`src/rtl/tester_common.sv`:
```
// Shared types for the speed tester: Q8.8 rates, Q16.8 credit buckets and
// the per-port scheduler configuration captured at start.
package tester_common;

  typedef logic [15:0] rate_q88_t;
  typedef logic [23:0] bucket_t;
  typedef logic [10:0] frame_len_t;

  typedef struct packed {
    rate_q88_t  rate_inc;
    frame_len_t frame_len;
  } sched_cfg_t;

  typedef enum logic {
    PORT_IDLE   = 1'b0,
    PORT_ACTIVE = 1'b1
  } port_state_t;

  // Frame length in bytes expressed as Q16.8 credit
  function automatic bucket_t len_to_credit(input frame_len_t len);
    return {5'd0, len, 8'd0};
  endfunction

endpackage

```
`src/rtl/rr_arbiter.sv`:
```
// Combinational round-robin picker: first requester above the last grant,
// wrapping around; the last granted port has lowest priority.
module rr_arbiter #(
  parameter int N = 4,
  parameter int W = (N > 1) ? $clog2(N) : 1
) (
  input  logic [N-1:0] req,
  input  logic [W-1:0] last,
  output logic [W-1:0] winner,
  output logic         any_valid
);

  int         idx;
  logic [W-1:0] idx_w;

  // Scan offsets 1..N from the last grant and keep the first hit
  always_comb begin
    winner    = '0;
    any_valid = 1'b0;
    idx       = 0;
    idx_w     = '0;
    for (int k = 1; k <= N; k++) begin
      idx   = (int'(last) + k) % N;
      idx_w = W'(idx);
      if (!any_valid && req[idx_w]) begin
        winner    = idx_w;
        any_valid = 1'b1;
      end else begin
        winner    = winner;
      end
    end
  end

endmodule

```
`src/rtl/tx_rate_scheduler.sv`:
```
// Token-bucket pacing for each test port plus a round-robin grant channel
// feeding the shared frame builder; counts accepted grants per port.
module tx_rate_scheduler
  import tester_common::*;
#(
  parameter int TEST_PORT_NUM = 4,
  parameter int BURST_BYTES   = 4096,
  parameter int CNT_W         = 32,
  parameter int PW            = (TEST_PORT_NUM > 1) ? $clog2(TEST_PORT_NUM) : 1
) (
  input  logic                           S_AXI_ACLK,
  input  logic                           rst,
  input  logic [TEST_PORT_NUM-1:0]       start,
  input  logic [TEST_PORT_NUM-1:0]       stop,
  input  logic [TEST_PORT_NUM*16-1:0]    rate_inc,
  input  logic [TEST_PORT_NUM*11-1:0]    frame_len,
  input  logic [TEST_PORT_NUM-1:0]       gen_ready,
  output logic                           grant_valid,
  output logic [PW-1:0]                  grant_port,
  input  logic                           grant_ready,
  output logic [TEST_PORT_NUM-1:0]       port_active,
  output logic [TEST_PORT_NUM*CNT_W-1:0] sent_frames
);

  localparam logic [24:0] BUCKET_MAX = 25'(BURST_BYTES) << 8;

  logic [TEST_PORT_NUM-1:0] eligible_s;
  logic                     any_eligible_s;
  logic [PW-1:0]            winner_s;
  logic                     issue_s;
  logic                     handshake_s;
  logic                     grant_valid_r;
  logic [PW-1:0]            grant_port_r;
  logic [PW-1:0]            last_granted_r;

  rr_arbiter #(
    .N(TEST_PORT_NUM),
    .W(PW)
  ) u_arb (
    .req      (eligible_s),
    .last     (last_granted_r),
    .winner   (winner_s),
    .any_valid(any_eligible_s)
  );

  // A pending grant freezes issuing, so buckets are never debited twice
  assign issue_s     = (!grant_valid_r || grant_ready) && any_eligible_s;
  assign handshake_s = grant_valid_r && grant_ready;

  for (genvar g = 0; g < TEST_PORT_NUM; g++) begin : g_port
    port_state_t        state_r;
    port_state_t        state_s;
    sched_cfg_t         cfg_r;
    bucket_t            bucket_r;
    bucket_t            bucket_s;
    bucket_t            credit_s;
    logic [24:0]        sum_s;
    logic               start_ok_s;
    logic               debit_s;
    logic [CNT_W-1:0]   sent_r;

    // Stop has priority over start; start is ignored while active
    always_comb begin
      state_s = state_r;
      case (state_r)
        PORT_IDLE: begin
          if (start[g] && !stop[g]) state_s = PORT_ACTIVE;
          else                      state_s = PORT_IDLE;
        end
        PORT_ACTIVE: begin
          if (stop[g]) state_s = PORT_IDLE;
          else         state_s = PORT_ACTIVE;
        end
        default: state_s = PORT_IDLE;
      endcase
    end

    assign start_ok_s = (state_r == PORT_IDLE) && start[g] && !stop[g];
    assign credit_s   = len_to_credit(cfg_r.frame_len);
    assign eligible_s[g] = (state_r == PORT_ACTIVE) && (cfg_r.frame_len != 11'd0) &&
                           (bucket_r >= credit_s) && gen_ready[g];
    assign debit_s    = issue_s && (winner_s == PW'(g));

    // Refill, debit on issue, clip at the burst ceiling
    always_comb begin
      sum_s = {1'b0, bucket_r} + {9'd0, cfg_r.rate_inc};
      if (debit_s) sum_s = sum_s - {1'b0, credit_s};
      else         sum_s = sum_s;
      if (sum_s > BUCKET_MAX) bucket_s = BUCKET_MAX[23:0];
      else                    bucket_s = sum_s[23:0];
    end

    // Port state, captured configuration and bucket
    always_ff @(posedge S_AXI_ACLK) begin
      if (rst) begin
        state_r  <= PORT_IDLE;
        cfg_r    <= '0;
        bucket_r <= 24'd0;
      end else begin
        state_r <= state_s;
        if (start_ok_s) begin
          cfg_r.rate_inc  <= rate_inc[g*16 +: 16];
          cfg_r.frame_len <= frame_len[g*11 +: 11];
        end
        if (state_r == PORT_ACTIVE && !stop[g]) bucket_r <= bucket_s;
        else                                    bucket_r <= 24'd0;
      end
    end

    // Accepted-grant counter; counts even after the port went idle
    always_ff @(posedge S_AXI_ACLK) begin
      if (rst) begin
        sent_r <= '0;
      end else if (start_ok_s) begin
        sent_r <= '0;
      end else if (handshake_s && grant_port_r == PW'(g) && sent_r != {CNT_W{1'b1}}) begin
        sent_r <= sent_r + {{(CNT_W-1){1'b0}}, 1'b1};
      end
    end

    assign port_active[g]                 = (state_r == PORT_ACTIVE);
    assign sent_frames[g*CNT_W +: CNT_W]  = sent_r;
  end

  // Grant register holds valid/port stable until accepted
  always_ff @(posedge S_AXI_ACLK) begin
    if (rst) begin
      grant_valid_r  <= 1'b0;
      grant_port_r   <= '0;
      last_granted_r <= PW'(TEST_PORT_NUM - 1);
    end else if (issue_s) begin
      grant_valid_r  <= 1'b1;
      grant_port_r   <= winner_s;
      last_granted_r <= winner_s;
    end else if (grant_ready) begin
      grant_valid_r  <= 1'b0;
    end
  end

  assign grant_valid = grant_valid_r;
  assign grant_port  = grant_port_r;

endmodule

```
`config.mk`:
```
export PLATFORM = sky130hd
export DESIGN_NAME = tx_rate_scheduler
export DESIGN_NICKNAME = d
export VERILOG_FILES = /design/src/rtl/tester_common.sv /design/src/rtl/rr_arbiter.sv /design/src/rtl/tx_rate_scheduler.sv
export SDC_FILE = /design/constraint.sdc
export NUM_CORES = 1
export LEC_CHECK = 0
export ABC_AREA = 1
export CELL_PAD_IN_SITES_DETAIL_PLACEMENT = 1
export CELL_PAD_IN_SITES_GLOBAL_PLACEMENT = 2
export CORE_ASPECT_RATIO = 1.75
export CORE_MARGIN = 5
export CORE_UTILIZATION = 30
export CTS_CLUSTER_SIZE = 8
export DETAILED_ROUTE_END_ITERATION = 8
export GPL_TIMING_DRIVEN = 0
export PLACE_DENSITY = 0.89
export SETUP_SLACK_MARGIN = 0.2
export SYNTH_ARGS = -nofsm -noshare
export SYNTH_HDL_FRONTEND = slang
export SYNTH_SLANG_ARGS = --single-unit
```
`constraint.sdc`:
```
create_clock -name S_AXI_ACLK -period 8.7 [get_ports S_AXI_ACLK]
set_clock_uncertainty 0.05 [all_clocks]
set_input_delay 1.74 -clock S_AXI_ACLK [delete_from_list [all_inputs] [get_ports S_AXI_ACLK]]
set_output_delay 1.74 -clock S_AXI_ACLK [all_outputs]
set_load 0.01 [all_outputs]
```
=== Word level (Yosys, flattened, before mapping) ===
Cells that the tools add are included.

* Bits of input ports: 123
* Logic and storage cells: 184
* Output and inout port bits: 135
* Register bits after elaboration: 341

* Reductions and logical operators: 73
* Eq/ne operators: 10
* $add $sub $neg: 16
* Magnitude comparators: 12
* Muxes and demuxes: 38
* Bitwise gates (word level): 8

{| class="wikitable"
|+ Operators by type and width
! cell !! count
|-
| 32-bit by 1-bit adder with 32-bit output (second input constant) || 4
|-
| 32-bit inequality test (second input constant) || 4
|-
| 24-bit by 16-bit adder with 25-bit output || 4
|-
| 25-bit by 21-bit greater-than comparator with 1-bit output (second input constant) || 4
|-
| 25-bit 2-to-1 mux || 4
|-
| 25-bit by 19-bit subtractor with 25-bit output || 4
|-
| 24-bit by 19-bit greater-or-equal comparator with 1-bit output || 4
|-
| 21-bit 2-to-1 mux || 4
|-
| 1-bit logical AND || 45
|-
| 11-bit nonzero test || 4
|-
| 1-bit 2-to-1 mux || 18
|-
| 2-bit OR reduction || 8
|-
| 2-bit by 3-bit < comparator with 1-bit output (second input constant) || 4
|-
| 3-bit OR reduction || 4
|-
| 1-bit binary-select mux with 2-bit select || 4
|-
| 2-bit == test (second input constant) || 4
|-
| 1-bit logical NOT || 8
|-
| 2-bit 2-to-1 mux || 4
|-
| 1-bit NOT || 8
|-
| 1-bit one-hot mux with 2 select lines || 4
|-
| 2-bit by 1-bit adder with 2-bit output (second input constant) || 2
|-
| 2-bit adder (second input constant) || 2
|-
| 2-bit by 1-bit == test with 1-bit output (second input constant) || 2
|-
| 2-bit logical NOT || 2
|-
| other kinds (2) || 2
|}

=== Logic depth before layout (Yosys ltp) ===
Gate-level depths: netlist of the first run.

* Depth after elaboration: 21
* Mapped depth: 33
* Gate-level depth less buffers: 32

=== Cells and area by module ===
A second synthesis of the first run with hierarchy kept.

* Cells, all modules: 3734
* Area total of the unflattened synthesis: 23707.7 um^2

{| class="wikitable"
|+ By module, submodules not included
! module !! area an instance (um^2) !! sequential area each (um^2) !! times used !! cells an instance
|-
| tx_rate_scheduler || 23417.5 || 6826.5 || 1 || 3685
|-
| rr_arbiter || 290.3 || 0.0 || 1 || 49
|}

=== Worst setup path after synthesis of the first run ===
No wires, ideal clock.

* Path kind: register to register
* From: register g_port[0].cfg_r[11] in the netlist's numbering
* To: register g_port[0].bucket_r[17]
* Cell stages (with the launch flop): 30
* Slack: 4.328 ns
* Buffers on the path: 1
* Setup time: 0.064 ns
* Period minus slack after synthesis: 4.372 ns
* Data required time: 8.586 ns
* Data arrival time: 4.258 ns
* Cell sequence: dfxtp_1 -> ha_1 -> inv_1 -> fa_1 -> or2_2 -> o21ai_1 -> nand2_1 -> nand2_1 -> a21oi_1 -> o311ai_0 -> xor2_1 -> ha_1 -> a21oi_1 -> o21ai_0 -> nand2_1 -> o211ai_1 -> a31oi_1 -> nand3_1 -> o21ai_1 -> nand2_1 -> nand4_1 -> nand2_1 -> inv_1 -> nand2_1 -> nor2_1 -> nand2_1 -> o21ai_2 -> nand2_2 -> buf_6 -> nor2_1

* Longest elaborated chain between the ends: 5

{| class="wikitable"
|+ RTL lines
! what !! RTL line !! text
|-
| from (decl) || tx_rate_scheduler.sv:53 || <nowiki>sched_cfg_t cfg_r;</nowiki>
|-
| 24-bit by 16-bit adder with 25-bit output * || tx_rate_scheduler.sv:86 || <nowiki>sum_s = {1'b0, bucket_r} + {9'd0, cfg_r.rate_inc};</nowiki>
|-
| 25-bit by 19-bit subtractor with 25-bit output || tx_rate_scheduler.sv:87 || <nowiki>if (debit_s) sum_s = sum_s - {1'b0, credit_s};</nowiki>
|-
| 25-bit 2-to-1 mux * || tx_rate_scheduler.sv:87 ||
|-
| 25-bit by 21-bit greater-than comparator with 1-bit output || tx_rate_scheduler.sv:89 || <nowiki>if (sum_s > BUCKET_MAX) bucket_s = BUCKET_MAX[23:0];</nowiki>
|-
| 3-bit OR reduction (no line) || - ||
|-
| to (signal assigned) || tx_rate_scheduler.sv:105 || <nowiki>if (state_r == PORT_ACTIVE && !stop[g]) bucket_r <= bucket_s;</nowiki>
|-
| to (decl) || tx_rate_scheduler.sv:54 || <nowiki>bucket_t bucket_r;</nowiki>
|}

Mark *: on every way between the ends. The rest lies on a longest branch, timed or not.
A chain may end at the register's enable or synchronous reset.

=== Final worst setup path of the first run ===
* From: register g_port[3].cfg_r[11] in the netlist's numbering
* To: register g_port[3].bucket_r[2]

* Longest elaborated chain between the ends: 5

{| class="wikitable"
|+ RTL lines
! what !! RTL line
|-
| from (decl) || tx_rate_scheduler.sv:53
|-
| 24-bit by 16-bit adder with 25-bit output * || tx_rate_scheduler.sv:86
|-
| 25-bit by 19-bit subtractor with 25-bit output || tx_rate_scheduler.sv:87
|-
| 25-bit 2-to-1 mux * || tx_rate_scheduler.sv:87
|-
| 25-bit by 21-bit greater-than comparator with 1-bit output || tx_rate_scheduler.sv:89
|-
| 3-bit OR reduction (no line) || -
|-
| to (signal assigned) || tx_rate_scheduler.sv:105
|-
| to (decl) || tx_rate_scheduler.sv:54
|}

Marks and branches as above.

==> flow_metrics.py, run 1 <==
metrics = {
    "status": {
        "status": "finished, final reports clean",
    },
    "clock_tree": {
        "hold_buffers": 0,
        "cts_buffer_depth": 3,
        "cts_root_buf": "clkbuf_16",
        "cts-buffers-inserted": 49,
        "cts.sinks": 341,
        "cts_setup_buffers": 0,
        "cts_resized": 0,
        "insertion_delay_ns": 0.60,
        "cts_max_level": 2,
        "cts_tree": "yes",
        "clk_pin_slew_ns": 0.05,
    },
    "routing": {
        "drtIter0Drc": 756,
        "drtPass1Iterations": 5,
        "route.met3.wl_mm": 3.05,
        "num_vias": 22500,
        "met1_length_mm": 30.0,
        "wl_mm": 82.2,
        "highest_layer": "met5",
        "routedWlPerCell_um": 18.3,
        "antenna_left": 0,
        "drc": 0,
        "vias_per_cell": 5.01,
        "wl_met2_mm": 45.8,
    },
    "critical_path": {
        "setup.worst_path.end_class": "flop",
        "worst_ep_required_time_ns": 9.12,
        "critPathLaunchType": "flop",
        "slowest_delay_ns": 0.42,
        "critPathArrivalTime_ns": 5.84,
        "critPathKind": "reg -> reg",
        "crit_path_top_delay_cell": "a21oi_1",
        "cp_max_fo": 10,
        "worst_path_most_repeated_cell": "nand2_1",
        "cp_num_buf_inv": 2,
        "crit_family": "compound AO/OA/AOI/OAI gates",
    },
    "floorplan": {
        "rows": 131,
        "die_x_um": 215,
        "ioPinCount": 258,
        "dieArea_um2": 79100,
        "fp.dieH_um": 368,
        "core_area_um2": 72800,
        "start_util_pct": 30.2,
    },
    "pwr": {
        "p_leak_nw": 11.4,
        "p_per_area_nw_per_um2": 179,
        "peakVddDrop_v": 0.000148,
    },
    "timing": {
        "worst_pin_slew_ns": 1.10,
        "slew_viol_final": 0,
        "hold_violations": 0,
        "setup_slack_ns": 3.28,
        "rsz0062_at_grt": "no",
        "setup_violations": 0,
        "clock.fmax_ghz": 0.184,
        "slew-limit-headroom_pct": 26.4,
        "period_needed_ns": 5.42,
        "finalCritPeriodShare_pct": 62.3,
        "setup_tns_ns": 0,
    },
    "yosys": {
        "synthTopCellsByArea": "dfxtp_1 31%, nand2_1 11%, ha_1 8.9%",
        "synth-edff-count": 0,
        "yosysTopAreaCellShare_pct": 31.0,
        "ys.flop_type": "dfxtp_1",
        "synthArstFlopShare_pct": 0,
        "syn_area_um2": 22000,
        "synth_seq_cells": 341,
        "synth.avg_cell_area_um2": 6.80,
        "yosys.area.top_type": "dfxtp_1",
        "seq_area_frac_synth_pct": 31.0,
        "yosysWarnings": 0,
        "syn_inst": 3238,
        "synth_cell_types": 56,
    },
    "job": {
        "drv_cap": 0,
    },
    "grt": {
        "grt_use_total_pct": 20.1,
        "grt_remaining_overflow": 0,
        "grt_pass1_vias": 23700,
        "grt_max_degree": 13,
        "grt_pass1_wl_mm": 127,
        "grt_antenna_before_repair": 5,
    },
    "final_layout": {
        "final_util_pct": 37.2,
        "drive_gt1_share_pct": 4.66,
        "syn_to_final_growth_pct": 23.0,
        "layout.nets": 3844,
        "n_fill_cell": 9289,
        "multi_input_area_um2": 13100,
        "ff_latch_area_um2": 6830,
    },
    "place": {
        "hpwl_mm": 67.8,
        "port_buffers": 257,
        "place.gp.congestion": 0.929,
        "dp_worst_setup_slack_ns": 2.47,
    },
    "hold_path": {
        "hold_class": "reg -> reg",
    },
}
[where the power goes]
group	internal (mW)	total [mW]	leakage, nW	switching (mW)
sequential	1.62	1.66	2.77	0.0431
combinational	0.501	1.46	7.99	0.956
clock	1.00	1.74	0.628	0.737
total	3.12	4.86	11.4	1.74
[metrics by stage]
| step | hold slack [ns] | instances | cell area (um^2) | power (mW) |
|---|---|---|---|---|
| floorplan | 0.378 | 3249 | 22100 | 2.71 |
| global placement | 0.388 | 4437 | 25800 | 3.13 |
| detailed placement | 0.396 | 4437 | 25800 | 3.15 |
| CTS | 0.404 | 4492 | 27100 | 4.93 |
| global route | 0.424 | 4492 | 27100 | 5.14 |
| finish | 0.402 | 4493 | 27100 | 4.86 |
[worst paths after layout]
| check | from | to | slack (ns) | cells past startpoint |
|---|---|---|---|---|
| max reg2reg | g_port[3].cfg_r[11]$_SDFFE_PP0P_ | g_port[3].bucket_r[2]$_SDFF_PP0_ | 3.28 | 30 |
| min reg2reg | g_port[2].cfg_r[22]$_SDFFE_PP0P_ | g_port[2].cfg_r[22]$_SDFFE_PP0P_ | 0.40 | 2 |
| min | g_port[2].cfg_r[22]$_SDFFE_PP0P_ | g_port[2].cfg_r[22]$_SDFFE_PP0P_ | 0.40 | 2 |
| max | g_port[3].cfg_r[11]$_SDFFE_PP0P_ | g_port[3].bucket_r[2]$_SDFF_PP0_ | 3.28 | 30 |
[Yosys cell counts, drive strengths merged (19+ instances only)]
master and count:
or2 19, nor3 86, xnor2 44, nor4 19, a21oi 325, nand2 651
nand3 152, o21a 21, o21ai 243, nand4 64, inv 473, nor2 367
buf 23, clkbuf 49, dfxtp 341, ha 156, xor2 104
[worst register-to-register path, delay by kind of cell (launching register included)]
family | cells | cell delay (ns)
AO/OA/AOI/OAI | 8 | 1.89
AND/OR/NAND/NOR | 15 | 1.32
adder cells (fa/ha/maj) | 3 | 0.93
XOR/XNOR | 2 | 0.41
buffers and inverters | 2 | 0.36
flip-flops | 1 | 0.34
[flip-flops by register name (all words and copies together) (netlist names)]
register         count
g_port.bucket_r     96
g_port.cfg_r       108
g_port.sent_r      128
g_port.state_r       4
grant_port           2
grant_valid          1
last_granted_r       2
[cell usage in the layout, fill, tap and decap left out, types with 11 or more instances in the layout]
cell type	count
clkbuf_1	52
a21o_1	13
o21ai_1	14
nor4_1	18
o21ai_0	227
ha_1	156
o211ai_1	11
conb_1	12
clkdlybuf4s50_1	257
dfxtp_1	341
inv_1	465
nand2_1	642
o21a_1	21
clkbuf_16	49
nor2_1	322
a21oi_1	325
xnor2_1	44
nand4_1	64
nor2_2	42
a31oi_1	13
nor3_1	86
nand3_1	143
or2_2	15
xor2_1	104
[final cells by class]
type                            count  share of cell area [%]
Buffer                             72                    1.42
Clock buffer                       53                    4.62
Clock inverter                      2                   0.106
Sequential cell                   341                    25.2
Timing Repair Buffer              257                    9.50
Tap cell                          931                    4.30
Multi-Input combinational cell   2362                    48.2
Inverter                          474                    6.58
Antenna cell                        1                 0.00924
[cell families after synthesis]
kind of cell | synth area share [%]
AOI/OAI and AO/OA | 16.0
xor gates and xnor gates | 5.89
adders and majority gates | 9.60
buffers and inverters | 9.85
DFF | 31.0
other | 0.0170
and+or+nand+nor | 27.6
[layer usage]
metal,vias to the layer above,track usage (%)
li1,11200,-
met1,10800,19.5
met2,383,41.4
met3,152,3.16
met4,8,7.80
met5,-,0
Power figures use the tool's default switching activity.
==> run 2, diff against run 1 <==
clock period = 5 ns   (was 8.7 ns; I/O delays follow)
==> flow_metrics.py, run 2 (same netlist as run 1, synthesis figures left out) <==
metrics = {
    "clock_tree": {
        "cts.sinks": 341,
        "cts_max_level": 2,
        "cts_buffer_depth": 3,
        "insertion_delay_ns": 0.60,
        "cts_root_buf": "clkbuf_16",
        "cts-buffers-inserted": 49,
        "clk_pin_slew_ns": 0.05,
        "cts_tree": "yes",
    },
    "final_layout": {
        "layout.nets": 3882,
        "layout_commonest_cell": "nand2_1",
        "reg.largest.list": "g_port.sent_r: 128 flops, g_port.cfg_r: 108 flops, g_port.bucket_r: 96 flops",
        "largest_register_ffs": 128,
        "fin_area_um2": 28100,
        "final_cell_mix": "628 x nand2_1, 463 x inv_1, 339 x dfxtp_1, 317 x nor2_1, 302 x a21oi_1",
        "drive_gt1_share_pct": 9.03,
        "top_register": "g_port.sent_r",
        "n_fill_cell": 9224,
        "final_cells": 4531,
        "syn_to_final_growth_pct": 27.7,
    },
    "place": {
        "hpwl_mm": 67.8,
        "placed_cell_area_um2": 25800,
        "dpl.cell_count": 4437,
        "port_buffers": 257,
        "place.gp.congestion": 0.929,
    },
    "routing": {
        "num_vias": 22800,
        "drc": 0,
        "drtPass1Iterations": 5,
        "vias_per_cell": 5.02,
        "drtIter0Drc": 780,
        "antenna_left": 0,
        "routedWlPerCell_um": 18.5,
        "wl_mm": 83.7,
    },
    "critical_path": {
        "critPathLaunchType": "flop",
        "critPathKind": "reg -> reg",
        "slowest_delay_ns": 0.37,
        "setup.worst_path.end_class": "flop",
        "crit_path_top_delay_cell": "fa_2",
        "cp_max_fo": 5,
        "worst_ep_required_time_ns": 5.47,
        "critPathArrivalTime_ns": 5.07,
        "worst_path_most_repeated_cell": "nand2_1",
    },
    "timing": {
        "period_needed_ns": 4.60,
        "slew-limit-headroom_pct": 24.7,
        "clock.fmax_ghz": 0.217,
        "hold_violations": 0,
        "holdWs_ns": 0.402,
        "slew_viol_final": 0,
        "finalCritPeriodShare_pct": 92.0,
        "worst_pin_slew_ns": 1.13,
        "setup_tns_ns": 0,
        "rsz0062_at_grt": "no",
        "setup_violations": 0,
    },
    "floorplan": {
        "start_util_pct": 30.2,
        "fp.dieH_um": 368,
        "ioPinCount": 258,
        "core_area_um2": 72800,
        "die_x_um": 215,
        "dieArea_um2": 79100,
        "rows": 131,
    },
    "grt": {
        "grt_max_degree": 13,
        "grt_pass1_vias": 23800,
        "grt_antenna_before_repair": 5,
        "grt_pass1_wl_mm": 127,
        "grt_use_total_pct": 20.1,
        "grt_remaining_overflow": 0,
    },
    "pwr": {
        "cell_internal_pwr_mw": 5.53,
        "swShare_pct": 36.0,
        "peakVddDrop_v": 0.000257,
        "power.switching_mw": 3.11,
        "p_leak_nw": 11.7,
        "clkPwrFrac_pct": 35.0,
        "seqPwrFrac_pct": 33.5,
        "p_comb_share_pct": 31.5,
        "p_per_area_nw_per_um2": 307,
    },
    "job": {
        "drv_cap": 0,
    },
    "hold_path": {
        "hold_class": "reg -> reg",
    },
    "status": {
        "status": "finished, final reports clean",
    },
}
run 2: final cells by class:
class                   instances  area, um^2  share of cell area, %
diodes                          1        2.50                0.00890
well taps                     931        1160                   4.14
repair buffers                295        2900                   10.3
inverters                     474        1780                   6.34
clock buffers                  53        1250                   4.45
plain buffers                  72         420                   1.50
clock inverters                 2        28.8                  0.102
flip-flops and latches        341        6830                   24.3
multi-input cells            2362       13700                   48.8
run 2: per-layer routing:
layer	vias to the layer above	track usage, %	routed length (um)
li1	11200	-	-
met1	10900	19.5	30300
met2	428	41.4	46700
met3	171	3.18	3020
met4	8	8.17	3680
met5	-	0	39
run 2: through the flow:
step | util (%) | power (mW) | worst slack, ns
after floorplan | - | 4.71 | 0.628
after global placement | 35.4 | 5.44 | -0.473
after detailed placement | 35.4 | 5.48 | -0.490
after CTS | 37.6 | 8.62 | 0.204
after global routing | 38.6 | 9.13 | 0.113
final | 38.6 | 8.63 | 0.400
run 2: power groups by stage:
stage          sequential [mW]  clock (mW)  combinational (mW)
3_5_place_dp              2.95           0                2.54
4_1_cts                   2.89        3.13                2.60
6_report                  2.89        3.02                2.72
2_1_floorplan             2.92           0                1.78
3_3_place_gp              2.94           0                2.50
5_1_grt                   2.90        3.22                3.02
run 2: what timing repair did:
action / in CTS / in global routing
hold buffers: 0 / 0
pin swaps: 12 / 50
cloned: 0 / 5
resized for setup: 62 / 126
buffers inserted: 7 / 26
setup endpoints to repair: 84 / 83
run 2: worst paths after layout:
check | cells after the start | start | end | slack [ns]
hold / removal | 2 | g_port[1].cfg_r[19]$_SDFFE_PP0P_ | g_port[1].cfg_r[19]$_SDFFE_PP0P_ | 0.40
setup reg to reg | 31 | g_port[0].cfg_r[11]$_SDFFE_PP0P_ | g_port[0].bucket_r[7]$_SDFF_PP0_ | 0.40
setup / recovery | 31 | g_port[0].cfg_r[11]$_SDFFE_PP0P_ | g_port[0].bucket_r[7]$_SDFF_PP0_ | 0.40
hold reg to reg | 2 | g_port[1].cfg_r[19]$_SDFFE_PP0P_ | g_port[1].cfg_r[19]$_SDFFE_PP0P_ | 0.40
run 2: critical path: cells and delay by family, from the launching register on:
kind | cells | cell delay, ns
simple gates | 15 | 1.46
xor+xnor | 1 | 0.18
compound gates | 6 | 0.88
flops | 1 | 0.36
buf+inv | 5 | 0.52
fa+ha+maj | 4 | 1.06
==> run 3, diff against run 2 <==
CAP_MARGIN = 5   (was default)
==> results of run 3 <==
Final layout, timing and power as in run 2 (identical DEF).
